[src/rtl/evt_receiver.sv]
// Host event-word receiver: frames AXI-stream words into keyed peripheral packets
// through a 2-entry buffer, enforcing a per-frame word limit and dropping partial words.
module evt_receiver #(
  parameter int PACKET_BITS = 72,
  parameter int KEY_LSB     = 8
) (
  input  logic                   clk,
  input  logic                   reset,
  input  logic [31:0]            evt_data_in,
  input  logic [3:0]             evt_keep_in,
  input  logic                   evt_last_in,
  input  logic                   evt_vld_in,
  output logic                   evt_rdy_out,
  input  logic [31:0]            key_base_in,
  input  logic [31:0]            key_mask_in,
  input  logic [9:0]             input_size_in,
  output logic [PACKET_BITS-1:0] pkt_data_out,
  output logic                   pkt_vld_out,
  input  logic                   pkt_rdy_in,
  output logic                   in_drp_cnt_out
);

  // state    | meaning
  // ---------+------------------------------------------------------------
  // IDLE     | between frames; next accepted word opens a frame (wcnt=0)
  // RECV     | inside a frame, words converted while wcnt < input_size_in
  // DISCARD  | frame exceeded its limit; drop words until last
  typedef enum logic [1:0] {
    ST_IDLE    = 2'd0,
    ST_RECV    = 2'd1,
    ST_DISCARD = 2'd2
  } state_t;

  state_t                 state_q, state_d;
  logic [9:0]             wcnt_q, wcnt_d;
  logic                   rdy_en_q;
  logic                   drp_q;
  logic [PACKET_BITS-1:0] fifo_mem [2];
  logic                   wr_ptr_q, rd_ptr_q;
  logic [1:0]             count_q;

  logic                   full, empty;
  logic                   accept, push, pop, drop, over_size;
  logic [31:0]            key;
  logic [PACKET_BITS-1:0] pkt_new;

  assign full           = (count_q == 2'd2);
  assign empty          = (count_q == 2'd0);
  // Ready is held low through reset and only opens on the first edge after release.
  assign evt_rdy_out    = rdy_en_q && !full;
  assign pkt_vld_out    = !empty;
  assign pkt_data_out   = fifo_mem[rd_ptr_q];
  assign in_drp_cnt_out = drp_q;

  assign accept    = evt_vld_in && evt_rdy_out;
  assign pop       = pkt_vld_out && pkt_rdy_in;
  assign push      = accept && !drop;
  assign over_size = (input_size_in != 10'd0) && (wcnt_q >= input_size_in);

  assign key = (evt_data_in & key_mask_in) | key_base_in;

  always_comb begin
    pkt_new              = '0;
    pkt_new[KEY_LSB +: 32] = key;
    pkt_new[0]           = ~(^key);
  end

  always_comb begin
    state_d = state_q;
    wcnt_d  = wcnt_q;
    drop    = 1'b0;
    if (accept) begin
      case (state_q)
        ST_IDLE, ST_RECV: begin
          if (over_size) begin
            drop    = 1'b1;
            state_d = evt_last_in ? ST_IDLE : ST_DISCARD;
            wcnt_d  = evt_last_in ? 10'd0 : wcnt_q;
          end else begin
            // Partial words still occupy a slot of the frame budget.
            drop    = (evt_keep_in != 4'hF);
            state_d = evt_last_in ? ST_IDLE : ST_RECV;
            wcnt_d  = evt_last_in ? 10'd0 : wcnt_q + 10'd1;
          end
        end
        ST_DISCARD: begin
          drop = 1'b1;
          if (evt_last_in) begin
            state_d = ST_IDLE;
            wcnt_d  = 10'd0;
          end
        end
        default: begin
          state_d = ST_IDLE;
          wcnt_d  = 10'd0;
        end
      endcase
    end
  end

  always_ff @(posedge clk or negedge reset) begin
    if (!reset) begin
      state_q  <= ST_IDLE;
      wcnt_q   <= 10'd0;
      rdy_en_q <= 1'b0;
      drp_q    <= 1'b0;
    end else begin
      state_q  <= state_d;
      wcnt_q   <= wcnt_d;
      rdy_en_q <= 1'b1;
      drp_q    <= accept && drop;
    end
  end

  always_ff @(posedge clk or negedge reset) begin
    if (!reset) begin
      fifo_mem[0] <= '0;
      fifo_mem[1] <= '0;
      wr_ptr_q    <= 1'b0;
      rd_ptr_q    <= 1'b0;
      count_q     <= 2'd0;
    end else begin
      if (push) begin
        fifo_mem[wr_ptr_q] <= pkt_new;
        wr_ptr_q           <= ~wr_ptr_q;
      end
      if (pop) begin
        rd_ptr_q <= ~rd_ptr_q;
      end
      case ({push, pop})
        2'b10:   count_q <= count_q + 2'd1;
        2'b01:   count_q <= count_q - 2'd1;
        default: count_q <= count_q;
      endcase
    end
  end

endmodule
[config.mk]
export PLATFORM = sky130hd
export DESIGN_NAME = evt_receiver
export DESIGN_NICKNAME = d
export VERILOG_FILES = /design/src/rtl/evt_receiver.sv
export SDC_FILE = /design/constraint.sdc
export NUM_CORES = 1
export LEC_CHECK = 0
export CELL_PAD_IN_SITES_DETAIL_PLACEMENT = 1
export CELL_PAD_IN_SITES_GLOBAL_PLACEMENT = 2
export CORE_ASPECT_RATIO = 0.9
export CORE_MARGIN = 1
export CORE_UTILIZATION = 29
export CTS_CLUSTER_SIZE = 20
export DETAILED_ROUTE_END_ITERATION = 10
export PLACE_DENSITY = 0.91
export SETUP_SLACK_MARGIN = 0.2
export SLEW_MARGIN = 20
export SYNTH_ARGS = -nofsm -noshare
export SYNTH_HDL_FRONTEND = slang
export SYNTH_SLANG_ARGS = --single-unit
[constraint.sdc]
create_clock -name clk -period 5.83 [get_ports clk]
set_input_delay 0.8745 -clock clk [delete_from_list [all_inputs] [get_ports clk]]
set_output_delay 0.8745 -clock clk [all_outputs]
set_load 0.005 [all_outputs]
; ---- Yosys cells after proc, flatten, opt, wreduce, memory -nomap -nowiden
; Index checks and enable logic that the tools add are counted.
; Widths: inputs -> output; s select.
[totals]
in_bits = 115
register_bits = 162
[classes]
bitwise = 7
n_mux = 19
reduce_logical = 17
order_cmp = 4
addsub = 3
eq_ne = 7
[op_table]
columns = operator, count
row1 = $mux 72, 4
row2 = $bwmux 144, 1
row3 = $demux 72 s1, 1
row4 = $and 32x32->32, 1
row5 = $or 32x32->32, 1
row6 = $reduce_xor 32->1, 1
row7 = $mux 10, 3
row8 = $pmux 10 s2, 1
row9 = $add 10x1->10 const B, 1
row10 = $ge 10x10->1, 1
row11 = $reduce_bool 10->1, 1
row12 = $pmux 2 s2, 2
row13 = $logic_and 1x1->1, 7
row14 = $eq 2x2->1 const B, 3
row15 = $mux 2, 3
row16 = $eq 2x1->1 const B, 2
row17 = $ge 2x2->1 const B, 2
row18 = $logic_not 2->1, 2
row19 = $ne 4x4->1 const B, 1
row20 = $not 1->2, 2
row21 = $logic_not 1->1, 3
row22 = $mux 1, 3
row23 = $not 1->1, 3
row24 = $add 2x1->2 const B, 1
row25 = other kinds (7), 7

; ---- Logic depth before layout (Yosys ltp)
; Gate-level depths: netlist of run 1.
[logic_depth]
ltp_word = 9
mapped_depth = 13
ltp_nobuf = 12

; ---- Worst setup path after synthesis of run 1
; OpenSTA, ideal clock, no wires.
[synth_timing]
path_type = input-to-reg
startpoint = input input_size_in[3]
endpoint = register fifo_mem[103] (netlist bit)
path_buffers = 2
required_time_ps = 5703
slack_ps = 2357
setup_time_ps = 127
arrival_ps = 3346
path_stages = 11
path_cell_list = inv_1 -> ha_1 -> a21o_1 -> a21oi_1 -> o221ai_1 -> a221o_1 -> buf_2 -> a211o_1 -> a211oi_4 -> buf_6 -> mux2_1
[synth_between]
elab_chain_len = 7
elab_cells_between_ends = 8
cone_classes = order compare: 1 / mux: 3 / reduce/logical: 4
[synth_rtl]
columns = item, line
row1 = from (decl), 16  ; input logic [9:0] input_size_in,
row2 = $ge 10x10->1 / $reduce_bool 10->1 (equally long branches), 58  ; assign over_size = (input_size_in != 10'd0) && (wcnt_q >= input_size_in);
row3 = $logic_and 1x1->1 (*), 58
row4 = $mux 1 (*), 75  ; if (over_size) begin
row5 = $pmux 1 s2 (*), 73  ; case (state_q)
row6 = $mux 1 (*), 72  ; if (accept) begin
row7 = $logic_not 1->1 (*), 57  ; assign push = accept && !drop;
row8 = $logic_and 1x1->1 (*), 57
row9 = "to (signal, indexed assignment)", 124  ; fifo_mem[wr_ptr_q] <= pkt_new;
row10 = to (decl), 38  ; logic [PACKET_BITS-1:0] fifo_mem [2];
; Mark *: on every way between the ends. The rest lies on a longest branch, timed or not.
; A chain may end at the register's enable or synchronous reset.

; ---- Worst setup path after layout of run 1
[layout_timing]
startpoint = input input_size_in[3]
endpoint = register fifo_mem[28] (netlist bit)
; Same word-level chain as after synthesis.

==> flow_summary.html, run 1 <==
<table>
<tr><th>Metric</th><th>Value</th></tr>
<tr><th colspan="2">Worst setup path</th></tr>
<tr><td>Largest driver fanout on the critical path</td><td>25</td></tr>
<tr><td>Category of the worst setup path capture point</td><td>flop</td></tr>
<tr><td>Slowest Stage Delay on Critical Path</td><td>0.77 ns</td></tr>
<tr><td>Sequence of cells on the critical path</td><td>clkdlybuf4s50_1, inv_1, ha_1, a21o_1, a21oi_1, o221ai_1, a221o_1, a211o_1, a21oi_4, buf_4, mux2_2</td></tr>
<tr><td>Cell at the slowest stage of the critical path</td><td>sky130_fd_sc_hd__a21oi_4</td></tr>
<tr><td>Critical Setup Path Class</td><td>in2reg</td></tr>
<tr><td>Type of origin of the critical path</td><td>input port</td></tr>
<tr><td>Critical path required time</td><td>6.06 ns</td></tr>
<tr><td>Category of cells accounting for the largest share of critical-path delay</td><td>compound AO/OA/AOI/OAI gates</td></tr>
<tr><td>Data arrival time at the worst-slack endpoint</td><td>4.58 ns</td></tr>
<tr><td>Buffers and inverters on the worst path</td><td>3</td></tr>
<tr><th colspan="2">STA</th></tr>
<tr><td>Fin Setup TNS</td><td>0 ns</td></tr>
<tr><td>FMAX</td><td>0.229 GHz</td></tr>
<tr><td>Post-Route Skew</td><td>0.00587 ns</td></tr>
<tr><td>Final Cycle Share</td><td>74.8%</td></tr>
<tr><td>Min Tclk post-route</td><td>4.36 ns</td></tr>
<tr><td>Final number of hold-violating endpoints</td><td>0</td></tr>
<tr><td>Number of max-slew violations in the final report</td><td>0</td></tr>
<tr><td>Worst max-slew margin expressed relative to the limit</td><td>38.1%</td></tr>
<tr><td>Setup repair after global routing missed its margin</td><td>false</td></tr>
<tr><td>Number of endpoints failing setup at the final stage</td><td>0</td></tr>
<tr><td>Worst-margin pin slew</td><td>0.927 ns</td></tr>
<tr><th colspan="2">Routing</th></tr>
<tr><td>Routed vias</td><td>3629</td></tr>
<tr><td>Final Routed Wirelength</td><td>13100 µm</td></tr>
<tr><td>Number of nets still failing antenna checks after routing</td><td>0</td></tr>
<tr><td>1st-iter DRT viols</td><td>118</td></tr>
<tr><td>Length of the first detailed-routing pass in iterations</td><td>9</td></tr>
<tr><td>Detail-routed net length per standard cell</td><td>16.7 µm</td></tr>
<tr><td>Number of vias per cell after detailed routing</td><td>4.63</td></tr>
<tr><td>Post-detailed-route DRC marker count</td><td>22</td></tr>
<tr><th colspan="2">Finish</th></tr>
<tr><td>Post-route core utilization</td><td>41.4%</td></tr>
<tr><td>Number of inserted diodes</td><td>0</td></tr>
<tr><td>Design Area, Final</td><td>0.00677 mm²</td></tr>
<tr><td>Area overhead of the layout relative to synthesis</td><td>38.0%</td></tr>
<tr><td>Final-stage net count</td><td>700</td></tr>
<tr><td>Fraction of final layout cells sized beyond drive strength 1</td><td>15.3%</td></tr>
<tr><th colspan="2">Run status</th></tr>
<tr><td>Failing checks</td><td>DRC</td></tr>
<tr><td>Result of the run</td><td>complete, but fails checks</td></tr>
<tr><th colspan="2">Clock tree</th></tr>
<tr><td>CTS max path bufs</td><td>2</td></tr>
<tr><td>Clock transition time at the flip-flop clock pins of the worst setup and hold paths</td><td>0.06 ns</td></tr>
<tr><td>Max H-tree Level</td><td>3</td></tr>
<tr><td>Latest clock arrival within the worst-skew pair</td><td>0.34 ns</td></tr>
<tr><td>Number of buffers created by CTS</td><td>9</td></tr>
<tr><td>TritonCTS Sinks</td><td>84</td></tr>
<tr><td>Post-CTS Repair Setup Buffers</td><td>0</td></tr>
<tr><td>Number of gates resized after cts</td><td>0</td></tr>
<tr><td>Clock tree from TritonCTS</td><td>built</td></tr>
<tr><td>Clock root buffer master</td><td>sky130_fd_sc_hd__clkbuf_16</td></tr>
<tr><td>Hold Buf Count CTS</td><td>0</td></tr>
<tr><th colspan="2">Yosys</th></tr>
<tr><td>Synthesized area divided by synthesized cell count</td><td>11.6 µm²</td></tr>
<tr><td>Top FF cell, synth</td><td>sky130_fd_sc_hd__dfrtp_1</td></tr>
<tr><td>Area share of the largest cell type after synthesis</td><td>42.9%</td></tr>
<tr><td>Dominant combinational cell family by area after synthesis</td><td>multiplexers</td></tr>
<tr><td>Area share of xor/xnor cells in the synthesized design</td><td>6.43%</td></tr>
<tr><td>Number of register bits inferred by synthesis</td><td>84</td></tr>
<tr><td>Top post-synthesis cells by area</td><td>sky130_fd_sc_hd__dfrtp_1 (43%), sky130_fd_sc_hd__mux2_2 (15%), sky130_fd_sc_hd__mux2_1 (6.7%), sky130_fd_sc_hd__buf_4 (6.4%), sky130_fd_sc_hd__a21o_1 (5.7%)</td></tr>
<tr><td>Yosys Warn Count</td><td>0</td></tr>
<tr><td>Post-synth design cell area</td><td>0.00490 mm²</td></tr>
<tr><td>Number of enable flip-flop cells after synthesis</td><td>0</td></tr>
<tr><td>Share of synthesized flip-flops with an asynchronous set or reset</td><td>100%</td></tr>
<tr><td>Gate count after technology mapping</td><td>423</td></tr>
<tr><td>Share of cell area taken by muxes after synthesis</td><td>22.5%</td></tr>
<tr><td>Adder and majority cell fraction of the synthesized area</td><td>3.06%</td></tr>
<tr><td>Cell type with the highest aggregate area in the netlist</td><td>sky130_fd_sc_hd__dfrtp_1</td></tr>
<tr><td>Compound-cell area share of the yosys netlist</td><td>11.5%</td></tr>
<tr><td>Count of distinct cell types in the synthesized netlist</td><td>47</td></tr>
<tr><td>Sequential cell area fraction in the yosys report</td><td>42.9%</td></tr>
<tr><td>Post-synthesis share of cell area spent on and, or, nand and nor gates</td><td>4.44%</td></tr>
<tr><th colspan="2">Floorplanning</th></tr>
<tr><td>Ports</td><td>190</td></tr>
<tr><td>Die outline area</td><td>0.0174 mm²</td></tr>
<tr><td>Die Span Y</td><td>125 µm</td></tr>
<tr><td>Die width</td><td>139 µm</td></tr>
<tr><td>Initial Util</td><td>30.0%</td></tr>
<tr><td>Core area</td><td>0.0164 mm²</td></tr>
<tr><td>Placement Rows</td><td>44</td></tr>
<tr><th colspan="2">Global route</th></tr>
<tr><td>Largest net degree at the start of global routing</td><td>85</td></tr>
<tr><td>Overflow after GRT</td><td>0</td></tr>
<tr><td>Vias in the first global route</td><td>4110</td></tr>
<tr><td>First-pass GRT wire length</td><td>21300 µm</td></tr>
<tr><td>Fraction of met1 tracks used by global routing</td><td>17.5%</td></tr>
<tr><td>Gr busiest metal</td><td>met2</td></tr>
<tr><td>Met3 track demand over resource in global routing</td><td>5.17%</td></tr>
<tr><td>GRT Resource Usage Total</td><td>15.9%</td></tr>
<tr><td>Met2 track demand over resource in global routing</td><td>29.0%</td></tr>
<tr><td>Antenna violations before repair</td><td>0</td></tr>
<tr><th colspan="2">Pwr</th></tr>
<tr><td>Cell area power density</td><td>339 mW/mm²</td></tr>
<tr><td>Worst VDD drop</td><td>121 µV</td></tr>
<tr><td>Leak Pwr</td><td>3.12 nW</td></tr>
<tr><th colspan="2">Placed design</th></tr>
<tr><td>Total placed instance area</td><td>0.00645 mm²</td></tr>
<tr><td>I/O Buffers</td><td>150</td></tr>
<tr><td>Post-DP HPWL</td><td>9970 µm</td></tr>
<tr><td>Final GP Congestion</td><td>0.821</td></tr>
<tr><th colspan="2">Job</th></tr>
<tr><td>Max-cap violations</td><td>0</td></tr>
<tr><th colspan="2">Min path</th></tr>
<tr><td>Worst min-delay path category</td><td>reg2reg</td></tr>
</table>
## per-layer routing
| layer | wire length (µm) | vias up |
|---|---|---|
| met4 | 139 | 0 |
| met2 | 6760 | 126 |
| met5 | 0 | - |
| met1 | 5170 | 1781 |
| met3 | 989 | 10 |
| li1 | - | 1712 |
## stage by stage
stage	setup slack (ns)	std cells	total power, mW	hold WS [ns]
final	1.47	783	2.29	0.483
after global routing	1.31	783	2.44	0.504
after CTS	1.43	783	2.33	0.489
after detailed placement	1.06	769	1.71	0.475
after global placement	1.21	769	1.67	0.463
after floorplan	2.36	461	1.29	0.451
## cells by family (layout without fill, tap and decap cells)
| kind of cell | count (synthesis) | in the layout |
|---|---|---|
| flops | 84 | 84 |
| fa+ha+maj | 12 | 12 |
| compound gates | 77 | 77 |
| buf+inv | 70 | 185 |
| mux | 98 | 98 |
| simple gates | 44 | 44 |
| xor+xnor | 36 | 36 |
| other cells | 2 | 40 |
## where the power goes
group / switching [mW] / leakage [nW] / internal [mW]
sequential: 0.142 / 1.10 / 0.741
clock: 0.222 / 0.149 / 0.382
combinational: 0.280 / 1.87 / 0.525
total: 0.645 / 3.12 / 1.65
## area by class of cell
cell class,instances,area [µm²]
inverter,19,71.3
fill,1771,9590
clock buffer,12,246
tap,207,259
sequential,84,2100
clock inverter,2,60.1
timing repair buffer,152,1520
multi-input combinational,307,2510
## cells in the mapped netlist, types with 2 or more instances
| master | count |
|---|---|
| sky130_fd_sc_hd__dfrtp_1 | 84 |
| sky130_fd_sc_hd__mux2_2 | 67 |
| sky130_fd_sc_hd__buf_4 | 42 |
| sky130_fd_sc_hd__a21o_1 | 37 |
| sky130_fd_sc_hd__xnor2_1 | 31 |
| sky130_fd_sc_hd__mux2_1 | 29 |
| sky130_fd_sc_hd__inv_1 | 19 |
| sky130_fd_sc_hd__ha_1 | 12 |
| sky130_fd_sc_hd__nand2_1 | 12 |
| sky130_fd_sc_hd__nor2_1 | 10 |
| sky130_fd_sc_hd__o21ai_0 | 8 |
| sky130_fd_sc_hd__a21oi_1 | 6 |
| sky130_fd_sc_hd__xor2_1 | 5 |
| sky130_fd_sc_hd__a31oi_1 | 4 |
| sky130_fd_sc_hd__nand3_1 | 4 |
| sky130_fd_sc_hd__a22o_1 | 3 |
| sky130_fd_sc_hd__buf_6 | 3 |
| sky130_fd_sc_hd__clkbuf_1 | 3 |
| sky130_fd_sc_hd__nand4_1 | 3 |
| sky130_fd_sc_hd__nor3_1 | 3 |
| sky130_fd_sc_hd__a211o_1 | 2 |
| sky130_fd_sc_hd__a21boi_0 | 2 |
| sky130_fd_sc_hd__a22oi_1 | 2 |
| sky130_fd_sc_hd__a31o_2 | 2 |
| sky130_fd_sc_hd__buf_1 | 2 |
| sky130_fd_sc_hd__conb_1 | 2 |
| sky130_fd_sc_hd__mux2i_1 | 2 |
| sky130_fd_sc_hd__nand2b_1 | 2 |
| sky130_fd_sc_hd__nor2b_1 | 2 |
| sky130_fd_sc_hd__nor4_1 | 2 |
| sky130_fd_sc_hd__o22ai_1 | 2 |
## layout by cell type (no fill, tap or decap), types with 3 or more instances in the layout
| cell | count |
|---|---|
| sky130_fd_sc_hd__xor2_1 | 5 |
| sky130_fd_sc_hd__a21o_1 | 37 |
| sky130_fd_sc_hd__nand4_1 | 3 |
| sky130_fd_sc_hd__a21oi_1 | 6 |
| sky130_fd_sc_hd__ha_1 | 12 |
| sky130_fd_sc_hd__o21ai_0 | 8 |
| sky130_fd_sc_hd__nor2_1 | 10 |
| sky130_fd_sc_hd__mux2_2 | 67 |
| sky130_fd_sc_hd__conb_1 | 40 |
| sky130_fd_sc_hd__clkbuf_16 | 9 |
| sky130_fd_sc_hd__a22o_1 | 3 |
| sky130_fd_sc_hd__nand3_1 | 4 |
| sky130_fd_sc_hd__nor3_1 | 3 |
| sky130_fd_sc_hd__inv_1 | 19 |
| sky130_fd_sc_hd__dfrtp_1 | 83 |
| sky130_fd_sc_hd__a31oi_1 | 4 |
| sky130_fd_sc_hd__clkdlybuf4s50_1 | 149 |
| sky130_fd_sc_hd__xnor2_1 | 31 |
| sky130_fd_sc_hd__mux2_1 | 29 |
| sky130_fd_sc_hd__nand2_1 | 12 |
## sequential cells by signal, indices dropped and copies added (netlist names)
signal and count:
count_q 2, fifo_mem 66, in_drp_cnt_out 1, rd_ptr_q 1, rdy_en_q 1, state_q 2, wcnt_q 10, wr_ptr_q 1
## worst paths after layout
check | cells after the start | endpoint | startpoint | slack (ns)
worst max-delay path | 11 | fifo_mem[28] | input_size_in[3] | 1.47
worst min-delay path | 1 | fifo_mem[90] | fifo_mem[90] | 0.48
worst max register to register | 9 | fifo_mem[28] | wcnt_q[3] | 2.12
worst min register to register | 1 | fifo_mem[90] | fifo_mem[90] | 0.48
max in group asynchronous | 1 | rd_ptr_q | reset | 4.67
min in group asynchronous | 1 | fifo_mem[101] | reset | 0.58
No activity file was read; power rests on OpenSTA's default activity.
==> inputs of run 2 (changes only) <==
--- a/config.mk
+++ b/config.mk
@@ -9,10 +9,10 @@
 export CELL_PAD_IN_SITES_GLOBAL_PLACEMENT = 2
 export CORE_ASPECT_RATIO = 0.9
 export CORE_MARGIN = 1
-export CORE_UTILIZATION = 29
+export CORE_UTILIZATION = 25
 export CTS_CLUSTER_SIZE = 20
 export DETAILED_ROUTE_END_ITERATION = 10
-export PLACE_DENSITY = 0.91
+export PLACE_DENSITY = 0.84
 export SETUP_SLACK_MARGIN = 0.2
 export SLEW_MARGIN = 20
 export SYNTH_ARGS = -nofsm -noshare
==> constraint.sdc (replaced) <==
create_clock -name clk -period 3.7 [get_ports clk]
set_input_delay 0.555 -clock clk [delete_from_list [all_inputs] [get_ports clk]]
set_output_delay 0.555 -clock clk [all_outputs]
set_load 0.005 [all_outputs]
==> flow_summary.html, run 2 (synthesis results as in run 1) <==
<table>
<tr><th>Metric</th><th>Value</th></tr>
<tr><th colspan="2">Run status</th></tr>
<tr><td>Result of the run</td><td>complete, no violations</td></tr>
<tr><th colspan="2">Floorplanning</th></tr>
<tr><td>Core area</td><td>0.0192 mm²</td></tr>
<tr><td>Initial Util</td><td>25.5%</td></tr>
<tr><td>Ports</td><td>190</td></tr>
<tr><td>Die Span Y</td><td>135 µm</td></tr>
<tr><td>Die outline area</td><td>0.0202 mm²</td></tr>
<tr><td>Placement Rows</td><td>48</td></tr>
<tr><td>Die width</td><td>150 µm</td></tr>
<tr><th colspan="2">Global route</th></tr>
<tr><td>First-pass GRT wire length</td><td>20600 µm</td></tr>
<tr><td>Antenna violations before repair</td><td>0</td></tr>
<tr><td>Met2 track demand over resource in global routing</td><td>23.8%</td></tr>
<tr><td>Gr busiest metal</td><td>met2</td></tr>
<tr><td>GRT Resource Usage Total</td><td>13.2%</td></tr>
<tr><td>Vias in the first global route</td><td>4011</td></tr>
<tr><td>Fraction of met1 tracks used by global routing</td><td>14.9%</td></tr>
<tr><td>Largest net degree at the start of global routing</td><td>61</td></tr>
<tr><td>Met3 track demand over resource in global routing</td><td>3.48%</td></tr>
<tr><td>Overflow after GRT</td><td>0</td></tr>
<tr><th colspan="2">Finish</th></tr>
<tr><td>Area overhead of the layout relative to synthesis</td><td>41.1%</td></tr>
<tr><td>Number of inserted diodes</td><td>0</td></tr>
<tr><td>Register bank with the most flops</td><td>fifo_mem</td></tr>
<tr><td>Max reg flops</td><td>66</td></tr>
<tr><td>Design Area, Final</td><td>0.00692 mm²</td></tr>
<tr><td>Count of non-filler cells in the finished layout</td><td>835</td></tr>
<tr><td>Commonest non-fill, non-tap cell in the layout</td><td>sky130_fd_sc_hd__clkdlybuf4s50_1</td></tr>
<tr><td>Post-route core utilization</td><td>36.0%</td></tr>
<tr><td>Fraction of final layout cells sized beyond drive strength 1</td><td>16.8%</td></tr>
<tr><td>Registers with the most flip-flops</td><td>fifo_mem: 66 flops, wcnt_q: 10 flops</td></tr>
<tr><td>Final-stage net count</td><td>707</td></tr>
<tr><td>Commonest non-fill, non-tap cells in the layout</td><td>sky130_fd_sc_hd__clkdlybuf4s50_1 (149), sky130_fd_sc_hd__dfrtp_1 (83), sky130_fd_sc_hd__mux2_2 (67)</td></tr>
<tr><td>Fill cell total of the finished layout</td><td>2103</td></tr>
<tr><th colspan="2">STA</th></tr>
<tr><td>FMAX</td><td>0.298 GHz</td></tr>
<tr><td>Number of max-slew violations in the final report</td><td>0</td></tr>
<tr><td>Final number of hold-violating endpoints</td><td>0</td></tr>
<tr><td>Final Cycle Share</td><td>90.7%</td></tr>
<tr><td>Worst path setup slack after routing</td><td>0.344 ns</td></tr>
<tr><td>Number of endpoints failing setup at the final stage</td><td>0</td></tr>
<tr><td>Worst max-slew margin expressed relative to the limit</td><td>42.5%</td></tr>
<tr><td>Fin Setup TNS</td><td>0 ns</td></tr>
<tr><td>Min Tclk post-route</td><td>3.36 ns</td></tr>
<tr><td>Post-Route Skew</td><td>0.00605 ns</td></tr>
<tr><td>Worst-margin pin slew</td><td>0.863 ns</td></tr>
<tr><td>Worst hold slack</td><td>0.298 ns</td></tr>
<tr><td>Setup repair after global routing missed its margin</td><td>false</td></tr>
<tr><th colspan="2">Worst setup path</th></tr>
<tr><td>Type of origin of the critical path</td><td>input port</td></tr>
<tr><td>Slowest Stage Delay on Critical Path</td><td>0.49 ns</td></tr>
<tr><td>Critical Setup Path Class</td><td>in2reg</td></tr>
<tr><td>Critical path required time</td><td>3.91 ns</td></tr>
<tr><td>Worst reg2reg path depth</td><td>9</td></tr>
<tr><td>Largest driver fanout on the critical path</td><td>33</td></tr>
<tr><td>Data arrival time at the worst-slack endpoint</td><td>3.56 ns</td></tr>
<tr><td>Sequence of cells on the critical path</td><td>clkdlybuf4s50_1, inv_1, ha_1, a21o_1, a21oi_1, o221ai_1, a221o_1, a211o_1, a211oi_4, buf_12, mux2_1</td></tr>
<tr><td>Cell at the slowest stage of the critical path</td><td>sky130_fd_sc_hd__clkdlybuf4s50_1</td></tr>
<tr><td>Category of the worst setup path capture point</td><td>flop</td></tr>
<tr><th colspan="2">Pwr</th></tr>
<tr><td>Cell area power density</td><td>523 mW/mm²</td></tr>
<tr><td>Final Power</td><td>3.62 mW</td></tr>
<tr><td>Leak Pwr</td><td>3.16 nW</td></tr>
<tr><td>Worst VDD drop</td><td>210 µV</td></tr>
<tr><th colspan="2">Clock tree</th></tr>
<tr><td>Clock transition time at the flip-flop clock pins of the worst setup and hold paths</td><td>0.06 ns</td></tr>
<tr><td>Number of buffers created by CTS</td><td>9</td></tr>
<tr><td>Post-CTS Repair Setup Buffers</td><td>0</td></tr>
<tr><td>Hold Buf Count CTS</td><td>0</td></tr>
<tr><td>Max H-tree Level</td><td>3</td></tr>
<tr><td>Clock tree from TritonCTS</td><td>built</td></tr>
<tr><td>CTS max path bufs</td><td>2</td></tr>
<tr><td>TritonCTS Sinks</td><td>84</td></tr>
<tr><td>Number of gates resized after cts</td><td>0</td></tr>
<tr><td>Clock root buffer master</td><td>sky130_fd_sc_hd__clkbuf_16</td></tr>
<tr><td>Latest clock arrival within the worst-skew pair</td><td>0.33 ns</td></tr>
<tr><th colspan="2">Routing</th></tr>
<tr><td>Post-detailed-route DRC marker count</td><td>0</td></tr>
<tr><td>Final Routed Wirelength</td><td>12900 µm</td></tr>
<tr><td>Length of the first detailed-routing pass in iterations</td><td>4</td></tr>
<tr><td>Routed vias</td><td>3667</td></tr>
<tr><td>1st-iter DRT viols</td><td>73</td></tr>
<tr><td>Number of nets still failing antenna checks after routing</td><td>0</td></tr>
<tr><td>Detail-routed net length per standard cell</td><td>15.4 µm</td></tr>
<tr><td>Number of vias per cell after detailed routing</td><td>4.39</td></tr>
<tr><th colspan="2">Placed design</th></tr>
<tr><td>Final GP Congestion</td><td>0.845</td></tr>
<tr><td>Post-DP HPWL</td><td>9920 µm</td></tr>
<tr><td>I/O Buffers</td><td>150</td></tr>
<tr><td>Total placed instance area</td><td>0.00660 mm²</td></tr>
<tr><td>Worst setup slack after placement</td><td>-0.0385 ns</td></tr>
<tr><td>Placed Cells incl. Taps</td><td>819</td></tr>
<tr><th colspan="2">Min path</th></tr>
<tr><td>Worst min-delay path category</td><td>in2async</td></tr>
<tr><th colspan="2">Job</th></tr>
<tr><td>Max-cap violations</td><td>0</td></tr>
</table>
run 2: final timing paths:
check / from / to / slack, ns
max: input_size_in[3] / fifo_mem[95] / 0.34
max in group asynchronous: reset / fifo_mem[93] / 2.55
min reg2reg: fifo_mem[106] / fifo_mem[106] / 0.48
max reg2reg: wcnt_q[3] / fifo_mem[95] / 0.67
min: reset / fifo_mem[101] / 0.30
min in group clk: fifo_mem[106] / fifo_mem[106] / 0.48
run 2: final cells by class:
| type | count | area, µm² | area share (%) |
|---|---|---|---|
| Clock buffer | 10 | 229 | 3.31 |
| Clock inverter | 6 | 88.8 | 1.28 |
| Inverter | 19 | 71.3 | 1.03 |
| Multi-Input combinational cell | 307 | 2510 | 36.3 |
| Sequential cell | 84 | 2100 | 30.4 |
| Tap cell | 250 | 313 | 4.52 |
| Timing Repair Buffer | 159 | 1600 | 23.2 |
run 2: worst max-delay path: cells and delay by family:
family | cells | cell delay (ns)
adder cells (fa/ha/maj) | 1 | 0.31
AO/OA/AOI/OAI | 6 | 1.51
multiplexers | 1 | 0.36
buffers and inverters | 3 | 0.81
run 2: per-layer routing:
metal | share of wire [%] | vias up
li1 | - | 1728
met1 | 39 | 1802
met2 | 52 | 121
met3 | 7.7 | 16
met4 | 1.4 | 0
met5 | 0 | -
run 2: power by group:
| group | internal [mW] | total (mW) | switching (mW) |
|---|---|---|---|
| registers | 1.17 | 1.39 | 0.224 |
| logic | 0.828 | 1.27 | 0.444 |
| clock network | 0.591 | 0.952 | 0.361 |
| total | 2.59 | 3.62 | 1.03 |
